<file path="src/rtl/ask2_tx_frame_ctrl.sv">
// Frame sequencer for the 2ASK transmit path: gates the carrier per bit (on-off keying),
// framing each burst as filter clear + preamble + MSB-first bytes + carrier-off flush.
module ask2_tx_frame_ctrl #(
    parameter int unsigned SPB       = 50,
    parameter int unsigned PRE_BITS  = 8,
    parameter logic [15:0] PRE_PAT   = 16'hAAAA,
    parameter int unsigned FLUSH_CYC = 32
) (
    input  logic       sys_clk,
    input  logic       sys_rst,
    input  logic [7:0] tx_data,
    input  logic       tx_valid,
    output logic       tx_ready,
    output logic       carrier_en,
    output logic       bit_out,
    output logic       sym_start,
    output logic       filter_clr,
    output logic       busy,
    output logic       frame_done
);

    localparam int unsigned BIT_MAX = (PRE_BITS > 8) ? PRE_BITS : 8;
    localparam int unsigned SW      = $clog2(SPB);
    localparam int unsigned BW      = $clog2(BIT_MAX);
    localparam int unsigned FW      = (FLUSH_CYC > 1) ? $clog2(FLUSH_CYC) : 1;

    localparam logic [SW-1:0] SMP_LAST   = SW'(SPB - 1);
    localparam logic [BW-1:0] PRE_LAST   = (PRE_BITS > 0) ? BW'(PRE_BITS - 1) : '0;
    localparam logic [BW-1:0] DATA_LAST  = BW'(7);
    localparam logic [FW-1:0] FLUSH_LAST = FW'(FLUSH_CYC - 1);

    typedef enum logic [2:0] {
        S_IDLE,
        S_CLR,
        S_PRE,
        S_DATA,
        S_FLUSH
    } state_t;

    state_t        state_q, state_d;
    logic [SW-1:0] smp_q, smp_d;
    logic [BW-1:0] bit_q, bit_d;
    logic [FW-1:0] flush_q, flush_d;
    logic [7:0]    shreg_q, shreg_d;

    logic tx_ready_q, tx_ready_d;
    logic carrier_en_q, carrier_en_d;
    logic sym_start_q, sym_start_d;
    logic filter_clr_q, filter_clr_d;
    logic busy_q, busy_d;
    logic frame_done_q, frame_done_d;

    logic xfer;
    assign xfer = tx_valid & tx_ready_q;

    always_ff @(posedge sys_clk or posedge sys_rst) begin
        if (sys_rst) begin
            state_q      <= S_IDLE;
            smp_q        <= '0;
            bit_q        <= '0;
            flush_q      <= '0;
            shreg_q      <= '0;
            tx_ready_q   <= 1'b0;
            carrier_en_q <= 1'b0;
            sym_start_q  <= 1'b0;
            filter_clr_q <= 1'b0;
            busy_q       <= 1'b0;
            frame_done_q <= 1'b0;
        end else begin
            state_q      <= state_d;
            smp_q        <= smp_d;
            bit_q        <= bit_d;
            flush_q      <= flush_d;
            shreg_q      <= shreg_d;
            tx_ready_q   <= tx_ready_d;
            carrier_en_q <= carrier_en_d;
            sym_start_q  <= sym_start_d;
            filter_clr_q <= filter_clr_d;
            busy_q       <= busy_d;
            frame_done_q <= frame_done_d;
        end
    end

    always_comb begin
        state_d = state_q;
        smp_d   = smp_q;
        bit_d   = bit_q;
        flush_d = flush_q;
        shreg_d = shreg_q;

        case (state_q)
            S_IDLE: begin
                if (xfer) begin
                    state_d = S_CLR;
                    shreg_d = tx_data;
                end
            end
            S_CLR: begin
                smp_d = '0;
                if (PRE_BITS > 0) begin
                    state_d = S_PRE;
                    bit_d   = PRE_LAST;
                end else begin
                    state_d = S_DATA;
                    bit_d   = DATA_LAST;
                end
            end
            S_PRE: begin
                if (smp_q == SMP_LAST) begin
                    smp_d = '0;
                    if (bit_q == '0) begin
                        state_d = S_DATA;
                        bit_d   = DATA_LAST;
                    end else begin
                        bit_d = bit_q - 1'b1;
                    end
                end else begin
                    smp_d = smp_q + 1'b1;
                end
            end
            S_DATA: begin
                if (smp_q == SMP_LAST) begin
                    smp_d = '0;
                    if (bit_q == '0) begin
                        // A byte accepted on the last clock of bit 0 chains with no gap.
                        if (xfer) begin
                            shreg_d = tx_data;
                            bit_d   = DATA_LAST;
                        end else begin
                            state_d = S_FLUSH;
                            flush_d = '0;
                        end
                    end else begin
                        bit_d   = bit_q - 1'b1;
                        shreg_d = {shreg_q[6:0], 1'b0};
                    end
                end else begin
                    smp_d = smp_q + 1'b1;
                end
            end
            S_FLUSH: begin
                if (flush_q == FLUSH_LAST) begin
                    state_d = S_IDLE;
                end else begin
                    flush_d = flush_q + 1'b1;
                end
            end
            default: begin
                state_d = S_IDLE;
            end
        endcase
    end

    // Outputs are decoded from the next state so every output leaves a flop.
    always_comb begin
        carrier_en_d = 1'b0;
        if (state_d == S_PRE) begin
            carrier_en_d = PRE_PAT[bit_d];
        end else if (state_d == S_DATA) begin
            carrier_en_d = shreg_d[7];
        end
        sym_start_d  = ((state_d == S_PRE) || (state_d == S_DATA)) && (smp_d == '0);
        tx_ready_d   = (state_d == S_IDLE) ||
                       ((state_d == S_DATA) && (bit_d == '0) && (smp_d == SMP_LAST));
        filter_clr_d = (state_d == S_CLR);
        busy_d       = (state_d != S_IDLE);
        frame_done_d = (state_d == S_FLUSH) && (flush_d == FLUSH_LAST);
    end

    assign tx_ready   = tx_ready_q;
    assign carrier_en = carrier_en_q;
    assign bit_out    = carrier_en_q;
    assign sym_start  = sym_start_q;
    assign filter_clr = filter_clr_q;
    assign busy       = busy_q;
    assign frame_done = frame_done_q;

endmodule
</file>
<file path="config.mk">
export PLATFORM = sky130hd
export DESIGN_NAME = ask2_tx_frame_ctrl
export DESIGN_NICKNAME = d
export VERILOG_FILES = /design/src/rtl/ask2_tx_frame_ctrl.sv
export SDC_FILE = /design/constraint.sdc
export NUM_CORES = 1
export LEC_CHECK = 0
export ABC_CLOCK_PERIOD_IN_PS = 1760
export CAP_MARGIN = 5
export CORE_MARGIN = 1
export CORE_UTILIZATION = 44
export DETAILED_ROUTE_END_ITERATION = 8
export HOLD_SLACK_MARGIN = 0.02
export PLACE_DENSITY = 0.73
export SYNTH_ARGS = -nofsm -noshare
export SYNTH_HDL_FRONTEND = slang
export SYNTH_SLANG_ARGS = --single-unit
</file>
<file path="constraint.sdc">
create_clock -name sys_clk -period 1.76 [get_ports sys_clk]
set_clock_uncertainty 0.05 [all_clocks]
set_input_delay 0.352 -clock sys_clk [delete_from_list [all_inputs] [get_ports sys_clk]]
set_output_delay 0.352 -clock sys_clk [all_outputs]
set_load 0.05 [all_outputs]
</file>
* Yosys cells after proc, flatten, opt, wreduce, memory -nomap -nowiden
Memories as Yosys holds them, arrays and structs flattened.
Cells that the tools add are included.
** Storage, ports and cells
- Word-level logic and storage cells :: 74
- Bits in registers :: 31
- ROM bits :: 8
- Output and inout port bits :: 7
- Memories kept :: 1
- Input bits :: 11
** Operators by class
- Equality and inequality tests :: 13
- Reductions and logical operators :: 15
- Order comparisons :: 1
- Add/subtract/negate cells :: 3
- Bitwise gates (word level) :: 1
- Multiplexer cells :: 28
** Memory list
- (no name shown) :: depth 8, bits a word 1, read ports 1, clocked after memory_dff 0, write ports 0, RTL line 158 : carrier_en_d = PRE_PAT[bit_d];
** Operator list (count)
- $mux 3 :: 12
- $mux 8 :: 3
- $mux 5 :: 4
- $pmux 8 s2 :: 1
- $pmux 3 s5 :: 1
- $eq 3x2->1 const B :: 4
- $eq 6x6->1 const B :: 2
- $logic_not 3->1 :: 4
- $pmux 6 s2 :: 1
- $eq 5x5->1 const B :: 2
- $pmux 5 s2 :: 1
- $pmux 3 s3 :: 1
- $add 6x1->6 const B :: 1
- $eq 3x1->1 const B :: 2
- $eq 3x3->1 const B :: 2
- $logic_not 6->1 :: 1
- $mux 6 :: 1
- $add 5x1->5 const B :: 1
- $lt 3x5->1 const B :: 1
- $logic_and 1x1->1 :: 4
- $mux 1 :: 3
- $reduce_bool 3->1 :: 1
- $sub 3x1->3 const B :: 1
- $logic_or 1x1->1 :: 2
- 5 further kinds :: 5

* Longest topological paths before layout
Gate-level depths: netlist of run 1.
- Depth in word-level cells :: 9
- Gate-level depth with buffers :: 7
- Gate-level depth less buffers :: 7

* Least setup slack after synthesis of run 1
No wires, ideal clock.
- Path kind :: register to register
- From :: reg smp_q[0]
- To :: reg tx_ready_q (netlist: tx_ready)
- Cell stages (with the launch flop) :: 7
- Period minus slack after synthesis :: 1.877 ns
- Data required time :: 1.606 ns
- Path slack :: -0.117 ns
- Setup time :: 0.104 ns
- Path buffers :: 0
- Arrival time :: 1.724 ns
- Cells stage by stage :: dfrtp_1 > ha_1 > and4bb_2 > and4_4 > nor4_4 > o211ai_1 > o41ai_2
** Between the ends
- Word-level cells in the longest chain between the ends :: 7
- Elaborated cells between the ends (all ways) :: 17
- Classes of those cells :: add/sub (1); eq/ne (3); mux (8); reduce/logical (5)
** Ends and longest elaborated chain
- start, declared :: RTL line 41 : logic [SW-1:0] smp_q, smp_d;
- start signal, assigned :: RTL line 71 : smp_q <= smp_d;
- $eq 6x6->1 * :: RTL line 109, 122
- $mux 3, on equally long branches :: RTL line 122, 109
- $pmux 3 s5 * :: RTL line 91 : case (state_q)
- net state_d[0] :: RTL line 40 : state_t state_q, state_d;
- $eq 3x2->1 :: RTL line 164 : ((state_d == S_DATA) && (bit_d == '0) && (smp_d == SMP_LAST));
- $logic_and 1x1->1 (2 in a row) :: RTL line 164
- $logic_or 1x1->1 * :: RTL line 163 : tx_ready_d = (state_d == S_IDLE) ||
- net tx_ready_d :: RTL line 46 : logic tx_ready_q, tx_ready_d;
- end signal, assigned :: RTL line 75 : tx_ready_q <= tx_ready_d;
- end, declared :: RTL line 46
The timed path passes the listed nets; every way through them passes the cells marked *.
A chain may end at the register's enable or synchronous reset.

* Worst setup path in the final report of run 1
- From :: reg bit_q[0]
- To :: reg tx_ready_q (netlist: tx_ready)
** Between the ends
- Word-level cells in the longest chain between the ends :: 8
- Elaborated cells between the ends (all ways) :: 19
- Classes of those cells :: add/sub (1); eq/ne (1); mux (11); reduce/logical (6)
** Ends and longest elaborated chain
- start, declared :: RTL line 42 : logic [BW-1:0] bit_q, bit_d;
- start signal, assigned :: RTL line 72 : bit_q <= bit_d;
- $sub 3x1->3, or another cell as far along :: RTL line 115, 134
- $mux 3, on equally long branches :: RTL line 124, 111
- $mux 3, on equally long branches :: RTL line 122, 109
- $pmux 3 s3 or $pmux 3 s5 (tied branches) :: RTL line 91
- $logic_not 3->1 or $eq 3x2->1 (tied branches) :: RTL line 164
- $logic_and 1x1->1 (2 in a row) :: RTL line 164
- $logic_or 1x1->1 * :: RTL line 163
- net tx_ready_d :: RTL line 46
Marks and branches as above.

==> reports/results.tsv, run 1 <==
metric	value	unit
outcome	finished, violations left	
failing checks	negative setup slack	
Crit Path Category	reg2reg	
first-pass GRT wire length	7670	µm
Tot GR Track Use	23.8	%
IO Pins	18	
count of input and output buffers	17	
worst-path maximum fanout	4	
Req. time, crit path	1.89	ns
Ant. Diodes	0	
cell area after synthesis	1820	µm²
share of layout cells above drive strength 1	45.4	%
CTS clk-pin slew, worst paths	0.07	ns
Final Non-Filler Cells	301	
Worst setup EP type	flop	
Ys Warns	0	
Least-Margin Pin Slew	0.484	ns
area delta synth->final	48.1	%
clk_lat worst skew	0.29	ns
Via-to-Cell Ratio	5.73	
Worst Setup SP	bit_q[0]$_DFF_PP0_	
Main synth FF type	dfrtp_1	
Slew Limit Fails	0	
crit start category	flop	
Tmin final	1.90	ns
Clock Sinks	31	
design area	2700	µm²
vias	1724	
Num CTS Buffers	5	
RSZ-0062 raised after global routing	yes	
dpl cells	286	
total core area	4000	µm²
# rows	23	
Filler Cells Inserted	306	
Routed WL per cell	16.0	µm
chip height	66.4	µm
Area after DPL	2350	µm²
final setup margin	-0.136	ns
full die area	4410	µm²
Post-Synthesis Cells	179	
TritonCTS clock tree	built	
Root Buffer	clkbuf_8	
most common library cell in the layout ignoring fill and taps	buf_4	
die width	66.4	µm
net count after synthesis	195	
Final Power	0.00316	W
number of synthesized flops with an enable pin	0	
Critical Path AT	2.03	ns
Yosys cell types	57	
CTS Buffer Depth	2	
Fmax	0.527	GHz
final hold violation count	0	
Final setup viols	12	
grt total ovfl	0	
initial antenna violation count	0	
Max-slew headroom	67.4	%
DRC violations left	0	
DRT Pass-1 Iters	4	
syn_area_per_cell	10.2	µm²
nets@finish	266	
DP Wirelength	3140	µm
Seq/Total Area, Yosys	42.5	%
Worst Hold Class	in2async	
MaxCap Viol Count	0	
CTS H-tree depth	2	
async set-reset flop share out of synthesis	100	%
Final GP Congestion	0.895	
most frequent cells in the layout	buf_4 (55), dfrtp_1 (30), nand2_1 (12)	
largest net degree at the start of global routing	32	
minimum hold slack	0.393	ns
Synth Register Bits	31	
Iter 0 DRT Violations	86	
final wirelength	4810	µm
r2r startpoint	bit_q[0]$_DFF_PP0_	
Worst R2R Path Depth	8	
R2R Setup Slk	-0.14	ns
Max IR drop VDD	0.000688	V
vias in the first global route	1687	
Initial Utilization	45.6	%
period utilization	108	%
Pwr per Cell Area	1170	nW/µm²
Post-Route Setup TNS	-0.997	ns
Final ANT Viol Nets	0	
leakage	1.21	nW
-- logic make-up (layout without fill, tap and decap cells) --
family,Yosys count,count (layout),share of synthesized area [%]
AO/OA/AOI/OAI,57,57,23.5
flip-flops,31,31,42.5
multiplexers,3,3,1.71
AND/OR/NAND/NOR,65,65,23.4
buffers and inverters,16,88,4.53
XOR/XNOR,2,2,0.960
adder cells (fa/ha/maj),5,5,3.43
-- routing by layer --
layer  share of wire [%]  global-route usage (%)
met1                  46                    30.4
met2                  49                    37.9
met3                 3.8                    5.69
met4                 1.9                    10.9
met5                   0                       0
-- registers in the layout (all words and copies together) (netlist names) --
signal      count
shreg_q         8
smp_q           6
flush_q         5
bit_q           3
state_q         3
bit_out         1
busy            1
filter_clr      1
frame_done      1
sym_start       1
tx_ready        1
-- stage by stage --
stage                     setup WS (ns)  util, %
after CTS                       -0.0964     66.0
after detailed placement         -0.357     58.7
after global routing             -0.210     67.6
final                            -0.136     67.6
after global placement           -0.291     58.7
after floorplan                 -0.0796        -
-- worst max-delay path: stages, from the launching register on --
cell      delay [ns]
dfrtp_1         0.41
inv_2           0.09
ha_4            0.15
and2b_2         0.22
buf_6           0.12
nand3_2         0.07
a311oi_2        0.33
o211ai_1        0.13
o41ai_2         0.22
-- power breakdown --
part           switching [W]  total [W]  internal, W
clock network       0.000271   0.000728     0.000458
logic               0.000704    0.00141     0.000706
registers           0.000136    0.00102     0.000881
total                0.00111    0.00316      0.00204
-- cells in the mapped netlist, types with 2 or more instances --
library cell	count	share of area, %
and2_1	3	1.0
a21o_1	6	2.5
nand4_1	2	0.69
a22o_1	7	3.4
o21ai_0	8	2.2
nor2_1	14	2.9
a41oi_1	3	1.4
and4_1	2	0.96
o211ai_1	4	1.6
buf_4	4	1.6
nor3_1	4	1.1
ha_1	5	3.4
o21ai_1	2	0.55
dfrtp_1	31	43
nand3_1	4	1.1
o32ai_1	2	0.96
inv_1	10	2.1
and3_1	3	1.0
mux2i_1	2	1.1
nand2_1	13	2.7
nor3_2	2	1.1
a21oi_1	6	1.6
nand2b_1	3	1.0
a21boi_0	3	1.2
xor2_1	2	0.96
a311oi_1	2	0.96
and2b_1	2	0.82
-- worst paths after layout --
kind / end
hold / removal: frame_done$_DFF_PP0_
setup reg to reg: tx_ready$_DFF_PP0_
max in group asynchronous: tx_ready$_DFF_PP0_
setup / recovery: tx_ready$_DFF_PP0_
min in group sys_clk: shreg_q[4]$_DFFE_PP0P_
hold reg to reg: shreg_q[4]$_DFFE_PP0P_
-- layout make-up --
type                            instances  area (µm²)  share of cell area, %
Multi-Input combinational cell        132        1140                   42.1
Sequential cell                        31         777                   28.8
Timing Repair Buffer                   70         569                   21.1
Clock buffer                            6        82.6                   3.06
Tap cell                               50        62.6                   2.31
Inverter                               10        37.5                   1.39
Clock inverter                          2        35.0                   1.30
-- repair_timing --
| item | in CTS | in global routing |
|---|---|---|
| setup endpoints to repair | 19 | 19 |
| buffers inserted | 5 | 3 |
| pin swaps | 16 | 7 |
| hold buffers | 0 | 0 |
| gates resized for setup | 27 | 15 |
Power figures use the tool's default switching activity.
==> inputs of run 2 (changes only) <==
- CAP_MARGIN: 5 -> 20
==> results of run 2 <==
The final DEF is identical to that of run 1; final timing and power are the same.
